<file path="config.mk">
export PLATFORM = sky130hd
export DESIGN_NAME = mux_2_to_1_arbiter
export DESIGN_NICKNAME = d
export VERILOG_FILES = /design/src/rtl/mux_2_to_1_arbiter.sv
export SDC_FILE = /design/constraint.sdc
export NUM_CORES = 1
export LEC_CHECK = 0
export ABC_AREA = 1
export CAP_MARGIN = 10
export CORE_AREA = 4 4 41 43
export CTS_BUF_LIST = sky130_fd_sc_hd__clkbuf_8
export CTS_CLUSTER_SIZE = 10
export DETAILED_ROUTE_END_ITERATION = 16
export DIE_AREA = 0 0 45 47
export PLACE_DENSITY = 0.53
export SLEW_MARGIN = 25
export SYNTH_ARGS = -nofsm -noshare
export SYNTH_HDL_FRONTEND = slang
export SYNTH_SLANG_ARGS = --single-unit
export TNS_END_PERCENT = 10
</file>
<file path="constraint.sdc">
create_clock -name clk -period 1.6 [get_ports clk]
set_input_delay 0.32 -clock clk [delete_from_list [all_inputs] [get_ports clk]]
set_output_delay 0.32 -clock clk [all_outputs]
set_load 0.01 [all_outputs]
</file>
<file path="src/rtl/mux_2_to_1_arbiter.sv">
// Round-robin arbiter driving the select of a shared 2-to-1 one-bit datapath, with registered output.
// Define MUX_ARB_HOLD_LIMIT_EN to bound grant tenure to HOLD_MAX cycles under contention.
module mux_2_to_1_arbiter #(
  parameter int unsigned HOLD_MAX = 4
) (
  input  logic clk,
  input  logic rst,
  input  logic x_req,
  input  logic y_req,
  input  logic x_data,
  input  logic y_data,
  output logic s,
  output logic x_gnt,
  output logic y_gnt,
  output logic m,
  output logic m_valid
);

  typedef enum logic [1:0] {StIdle, StGx, StGy} state_e;

  state_e state_q, state_d;
  logic   last_x_q, last_x_d;  // 1: x held the line most recently
  logic   s_q, s_d;
  logic   m_q, m_valid_q;
  logic   hold_expired;

  if (HOLD_MAX < 1 || HOLD_MAX > 255) begin : gen_hold_check
    $error("HOLD_MAX must be in 1..255");
  end

`ifdef MUX_ARB_HOLD_LIMIT_EN
  localparam logic [7:0] HoldLast = 8'(HOLD_MAX - 1);

  logic [7:0] cnt_q, cnt_d;

  assign hold_expired = (cnt_q == HoldLast);

  always_comb begin
    cnt_d = cnt_q;
    if (state_d != StIdle) begin
      if (state_d != state_q) begin
        cnt_d = 8'd0;
      end else if (cnt_q != 8'hff) begin
        cnt_d = cnt_q + 8'd1;
      end
    end
  end

  always_ff @(posedge clk) begin
    if (rst) begin
      cnt_q <= 8'd0;
    end else begin
      cnt_q <= cnt_d;
    end
  end
`else
  assign hold_expired = 1'b0;
`endif

  always_comb begin
    state_d = state_q;
    unique case (state_q)
      StIdle: begin
        if (x_req && y_req) begin
          state_d = last_x_q ? StGy : StGx;
        end else if (x_req) begin
          state_d = StGx;
        end else if (y_req) begin
          state_d = StGy;
        end
      end
      StGx: begin
        if (!x_req) begin
          state_d = y_req ? StGy : StIdle;
        end else if (y_req && hold_expired) begin
          state_d = StGy;
        end
      end
      StGy: begin
        if (!y_req) begin
          state_d = x_req ? StGx : StIdle;
        end else if (x_req && hold_expired) begin
          state_d = StGx;
        end
      end
      default: state_d = StIdle;
    endcase
  end

  // Select and round-robin history follow the granted side; both hold through IDLE.
  always_comb begin
    last_x_d = last_x_q;
    s_d      = s_q;
    if (state_d == StGx) begin
      last_x_d = 1'b1;
      s_d      = 1'b1;
    end else if (state_d == StGy) begin
      last_x_d = 1'b0;
      s_d      = 1'b0;
    end
  end

  always_ff @(posedge clk) begin
    if (rst) begin
      state_q   <= StIdle;
      last_x_q  <= 1'b0;
      s_q       <= 1'b0;
      m_q       <= 1'b0;
      m_valid_q <= 1'b0;
    end else begin
      state_q   <= state_d;
      last_x_q  <= last_x_d;
      s_q       <= s_d;
      m_valid_q <= (state_q != StIdle);
      if (state_q != StIdle) begin
        m_q <= s_q ? x_data : y_data;
      end
    end
  end

  assign s       = s_q;
  assign x_gnt   = (state_q == StGx);
  assign y_gnt   = (state_q == StGy);
  assign m       = m_q;
  assign m_valid = m_valid_q;

endmodule

</file>
==> results.json, run 1 <==
{
  "core_um2": 1301,
  "clk_pin_slew_ns": 0.04,
  "holdWs_ns": 0.4989,
  "synthCells": 36,
  "detailedPlacementHpwl_um": 414.8,
  "syn2layout_area_growth_pct": 77.37,
  "endpoint_kind": "output port",
  "fmax_ghz": 0.6843,
  "max_slew_margin_pct": 85.99,
  "p_per_area_nw_per_um2": 1128,
  "place_ws_ns": -0.08495,
  "io_pins": 11,
  "hold_class": "flop to flop",
  "outcome": "finished, final reports clean",
  "slew_violations": 0,
  "drtAntennaViolNets": 0,
  "ys_ff_latch": 5,
  "critPathMaxStageDelay_ns": 0.56,
  "cp.required_ns": 1.28,
  "slowest_stage": "clkdlybuf4s50_1",
  "drive_above_1_share_pct": 13.46,
  "grt_pass1_wl_um": 807,
  "post-route-period-util_pct": 91.34,
  "final_hold_viol_count": 0,
  "rsz0062_at_grt": "false",
  "drt-total-wl_um": 494,
  "synth_nets": 43,
  "synth_top_family_by_area": "simple AND/OR/NAND/NOR gates",
  "postCtsSetupRepairBufs": 0,
  "ir_drop_mv": 0.3688,
  "io_buffers": 10,
  "drv_cap": 0,
  "die_h_um": 47,
  "fin_area_um2": 421.7,
  "syn_area_um2": 237.7,
  "worst_pin_slew_ns": 0.2094,
  "grt_max_degree": 5,
  "gp_congestion": 0.6219,
  "fin_crit_ns": 1.461,
  "grt_use_total_pct": 5.529,
  "clock-sinks": 5,
  "synth.avg_cell_area_um2": 6.604,
  "ys_warn_count": 0,
  "htreeDepth": 1,
  "nets": 60,
  "num_rows": 13,
  "clockRootBuffer": "clkbuf_8",
  "startpoint_type": "flop",
  "cts_buffer_depth": 2,
  "post-route-drc-count": 0,
  "cts_hold_buffers": 0,
  "cts_resized": 0,
  "post_drt_wl_per_cell_um": 7.373,
  "synthAdderAreaFrac_pct": 5.263,
  "yosys.area_share.simple_pct": 33.68,
  "cp_cell_sequence": "clkdlybuf4s50_1",
  "setup_violations": 0,
  "start_util_pct": 18.27,
  "cts_made_buffers": 3,
  "cts_tree": "done",
  "yosys.cell_types.count": 12,
  "criticalPathCategory": "flop to output port",
  "setup_slack_ns": 0.1386,
  "dpl_cell_area_um2": 371.6,
  "cp_num_buf_inv": 1,
  "diodes": 0,
  "dieArea_um2": 2115,
  "viasPerCell": 3.776,
  "synthXorXnorAreaFrac_pct": 0,
  "dr.first_iter.drc_count": 0,
  "cp_max_fo": 4,
  "synth_compound_area_share_pct": 6.316,
  "leakagePower_nw": 0.2452,
  "crit_family": "buffers and inverters",
  "antenna_found_initial": 0,
  "gr-total-overflow": 0,
  "drtPass1Iterations": 1,
  "ys_seq_area_share_pct": 42.11,
  "die_width_um": 45,
  "clk_latency_ns": 0.22,
  "final.setup_skew_ns": 0.001616,
  "synthMuxAreaShare_pct": 0,
  "setup_tns_ns": 0,
  "arrival_ns": 1.14,
  "nFillCells": 163,
  "num_vias": 253,
  "grt_pass1_vias": 243
}
-- cells by family after synthesis --
| family | Yosys count |
|---|---|
| buffers and inverters | 8 |
| DFF | 5 |
| and+or+nand+nor | 19 |
| AOI/OAI and AO/OA | 3 |
| adders and majority gates | 1 |
-- routing by layer --
metal / vias up / global-route usage (%) / share of wire (%)
met3: 2 / 1.533 / 7.3
met2: 7 / 9.040 / 47
met4: 0 / 7.018 / 1.0
met5: - / 0 / 0
li1: 136 / - / -
met1: 108 / 5.000 / 45
-- metrics by stage --
step | util, % | total power, mW | instances
2_1_floorplan | - | 0.1998 | 36
3_3_place_gp | 28.56 | 0.2561 | 63
3_5_place_dp | 28.56 | 0.2569 | 63
4_1_cts | 32.02 | 0.4858 | 67
5_1_grt | 32.40 | 0.5050 | 67
6_report | 32.40 | 0.4758 | 67
-- Yosys cell counts --
master	number	share of area, %
inv_1	8	13
nand2_2	1	2.6
nand2_1	9	14
nor2_2	1	2.6
nor2_1	6	9.5
ha_1	1	5.3
dfxtp_1	5	42
or2_0	1	2.6
o21ai_1	1	2.1
a21oi_1	1	2.1
nand3_1	1	2.1
o21ai_0	1	2.1
-- worst min-delay path, stage by stage (launching register included) --
cell	delay, ns
dfxtp_1	0.32
o21ai_1	0.07
nor2_1	0.07
-- worst paths after layout --
kind	startpoint	endpoint	slack [ns]	cells after the start
worst min register to register	m$_SDFFE_PP0N_	m$_SDFFE_PP0N_	0.50	2
worst max register to register	state_q[0]$_SDFF_PP0_	s$_SDFFE_PP0P_	0.32	9
worst min-delay path	m$_SDFFE_PP0N_	m$_SDFFE_PP0N_	0.50	2
worst max-delay path	s$_SDFFE_PP0P_	s	0.14	1
-- layout by cell type (no fill, tap or decap) --
cell and n:
clkdlybuf4s50_1 8, or2_0 1, ha_1 1, nand2_1 9, dlymetal6s2s_1 2, o21ai_1 1, clkbuf_8 3, dfxtp_1 5
nor2_2 1, buf_4 2, nand2_2 1, nand3_1 1, inv_1 9, a21oi_1 1, nor2_1 6, o21ai_0 1
-- area by class of cell --
cell class / instances / area [um^2] / share of cell area (%)
Timing Repair Buffer: 12 / 120.1 / 28.49
Sequential cell: 5 / 100.1 / 23.74
Clock buffer: 3 / 41.29 / 9.792
Multi-Input combinational cell: 23 / 107.6 / 25.52
Clock inverter: 1 / 3.754 / 0.8902
Tap cell: 15 / 18.77 / 4.451
Inverter: 8 / 30.03 / 7.122
-- flip-flops by register name (all words and copies together), names as in the netlist --
register,flops
m,1
state_q,2
s,1
m_valid,1
-- power breakdown --
part           leakage, nW  total, mW  internal, mW  switching [mW]
combinational        0.177      0.103        0.0575          0.0457
clock               0.0269      0.224         0.164          0.0598
sequential          0.0414      0.149         0.139         0.00943
total                0.245      0.476         0.361           0.115
(Power assumes the default switching activity.)
==> inputs of run 2 (changes only) <==
--- a/config.mk
+++ b/config.mk
@@ -12,7 +12,9 @@
 export CTS_CLUSTER_SIZE = 10
 export DETAILED_ROUTE_END_ITERATION = 16
 export DIE_AREA = 0 0 45 47
-export PLACE_DENSITY = 0.53
+export GPL_TIMING_DRIVEN = 0
+export HOLD_SLACK_MARGIN = 0.12
+export PLACE_DENSITY = 0.55
 export SLEW_MARGIN = 25
 export SYNTH_ARGS = -nofsm -noshare
 export SYNTH_HDL_FRONTEND = slang
==> constraint.sdc (replaced) <==
create_clock -name clk -period 1.3 [get_ports clk]
set_input_delay 0.26 -clock clk [delete_from_list [all_inputs] [get_ports clk]]
set_output_delay 0.26 -clock clk [all_outputs]
set_load 0.01 [all_outputs]
==> run 2 against run 1 <==
Non-clock buffer count decreased by 1; highest routed layer is now met3; sequential power increased by 23%; critical path depth grew 3; combinational power grew 27%; register-to-register slack lost 0.21 ns; setup slack got worse by 0.052 ns; design area rose by 1.8%; core utilization is 0.58 points higher.
==> results.json, run 2 (synthesis results as in run 1) <==
{
  "reg2reg_to": "s$_SDFFE_PP0P_",
  "setup_slack_ns": 0.08668,
  "endpoint_kind": "output port",
  "reg2reg_from": "state_q[0]$_SDFF_PP0_",
  "gp_congestion": 0.6408,
  "cts_hold_buffers": 0,
  "grt_max_degree": 5,
  "io_pins": 11,
  "arrival_ns": 0.95,
  "p_per_area_nw_per_um2": 1372,
  "post-route-drc-count": 0,
  "outcome": "finished, final reports clean",
  "start_util_pct": 18.27,
  "io_buffers": 10,
  "min_to": "state_q[0]$_SDFF_PP0_",
  "startpoint_type": "flop",
  "grt_pass1_vias": 216,
  "grt_use_total_pct": 5.771,
  "drt-total-wl_um": 503,
  "core_um2": 1301,
  "htreeDepth": 1,
  "max_slew_margin_pct": 85.34,
  "fin_crit_ns": 1.213,
  "setup_violations": 0,
  "criticalPathCategory": "flop to output port",
  "post_drt_wl_per_cell_um": 7.621,
  "place_ws_ns": -0.3265,
  "ir_drop_mv": 0.4523,
  "fmax_ghz": 0.8242,
  "clk_latency_ns": 0.22,
  "leakagePower_nw": 0.2430,
  "syn2layout_area_growth_pct": 80.53,
  "slew_violations": 0,
  "clockRootBuffer": "clkbuf_8",
  "post-route-period-util_pct": 93.33,
  "grt_pass1_wl_um": 807,
  "diodes": 0,
  "cts_buffer_depth": 2,
  "most-common-layout-cells": "8 x inv_1, 8 x nand2_1, 6 x nor2_1",
  "drv_cap": 0,
  "antenna_found_initial": 0,
  "viasPerCell": 3.606,
  "drive_above_1_share_pct": 21.57,
  "holdPathStages": 3,
  "nets": 59,
  "cp_max_fo": 3,
  "worstHoldStart": "x_req",
  "power.total_uw": 588.7,
  "worst_pin_slew_ns": 0.2191,
  "max_flop_register": "state_q",
  "clk_pin_slew_ns": 0.03,
  "dr.first_iter.drc_count": 2,
  "die_h_um": 47,
  "die_width_um": 45,
  "final.setup_skew_ns": 0.0003774,
  "cp.required_ns": 1.04,
  "detailedPlacementHpwl_um": 373.1,
  "r2r.worst_path.cells": 7,
  "hold_class": "input pin to flop",
  "drtPass1Iterations": 2,
  "nFillCells": 150,
  "gr-total-overflow": 0,
  "finalNonFillerCells": 66,
  "r2r_setup_slack_ns": 0.11,
  "rsz0062_at_grt": "false",
  "largest_reg_flops": 2,
  "cts_tree": "done",
  "final_hold_viol_count": 0,
  "num_vias": 238,
  "placed_cells": 61,
  "drtAntennaViolNets": 0,
  "num_rows": 13,
  "cts_made_buffers": 3,
  "dieArea_um2": 2115,
  "clock-sinks": 5
}
[run 2: cell count changes in the layout (fill, tap and decap cells not counted), sizes merged]
cell and change:
clkdlybuf4s50 -5, clkdlybuf4s15 +1, buf -1, dlygate4sd2 +4
[run 2: routing by layer]
metal	wire, um	part of all wire (%)	global-route usage, %	vias up
met2	240	48	7.062	7
met3	40	8.0	2.682	0
li1	-	-	-	136
met5	0	0	0	-
met4	0	0	7.018	0
met1	222	44	6.606	95
[run 2: critical path, cell delays in order, from the launching register on]
cell,delay [ns]
dfxtp_2,0.31
inv_1,0.08
nand2_1,0.07
inv_1,0.05
clkdlybuf4s15_1,0.22
[run 2: final cells by class]
type / count / area (um^2) / area share (%)
clock buffer: 3 / 41.29 / 9.621
multi-input combinational: 23 / 126.4 / 29.45
tap: 15 / 18.77 / 4.373
timing repair buffer: 11 / 107.6 / 25.07
sequential: 5 / 101.3 / 23.62
inverter: 8 / 30.03 / 6.997
clock inverter: 1 / 3.754 / 0.8746
[run 2: metrics by stage]
| step | hold WS (ns) | setup TNS [ns] | utilization (%) | instance area [um^2] |
|---|---|---|---|---|
| floorplan | 0.3269 | 0 | - | 237.7 |
| global placement | 0.4870 | -0.3162 | 27.40 | 356.6 |
| global route | 0.3606 | 0 | 32.98 | 429.2 |
| finish | 0.3424 | 0 | 32.98 | 429.2 |
| CTS | 0.4981 | -0.06643 | 30.38 | 395.4 |
| detailed placement | 0.4904 | -0.3265 | 27.40 | 356.6 |
[run 2: timing repair]
item,CTS,global route
pin swaps,0,1
endpoints found under the setup margin,6,3
buffers inserted,0,1
gates resized for setup,6,8
[run 2: report_power, final]
| group | total (mW) | internal (mW) | switching, mW |
|---|---|---|---|
| Clock | 0.274 | 0.202 | 0.0722 |
| Sequential | 0.183 | 0.172 | 0.0115 |
| Combinational | 0.131 | 0.0668 | 0.0645 |
| Total | 0.589 | 0.441 | 0.148 |
[run 2: how the worst max path moves through the flow]
stage / from / end / cells after the start
floorplan: s$_SDFFE_PP0P_ / s$_SDFFE_PP0P_ / 8
global placement: y_req / s$_SDFFE_PP0P_ / 8
detailed placement: y_req / s$_SDFFE_PP0P_ / 8
CTS: y_req / s$_SDFFE_PP0P_ / 8
global route: state_q[0]$_SDFF_PP0_ / x_gnt / 3
finish: state_q[0]$_SDFF_PP0_ / y_gnt / 4
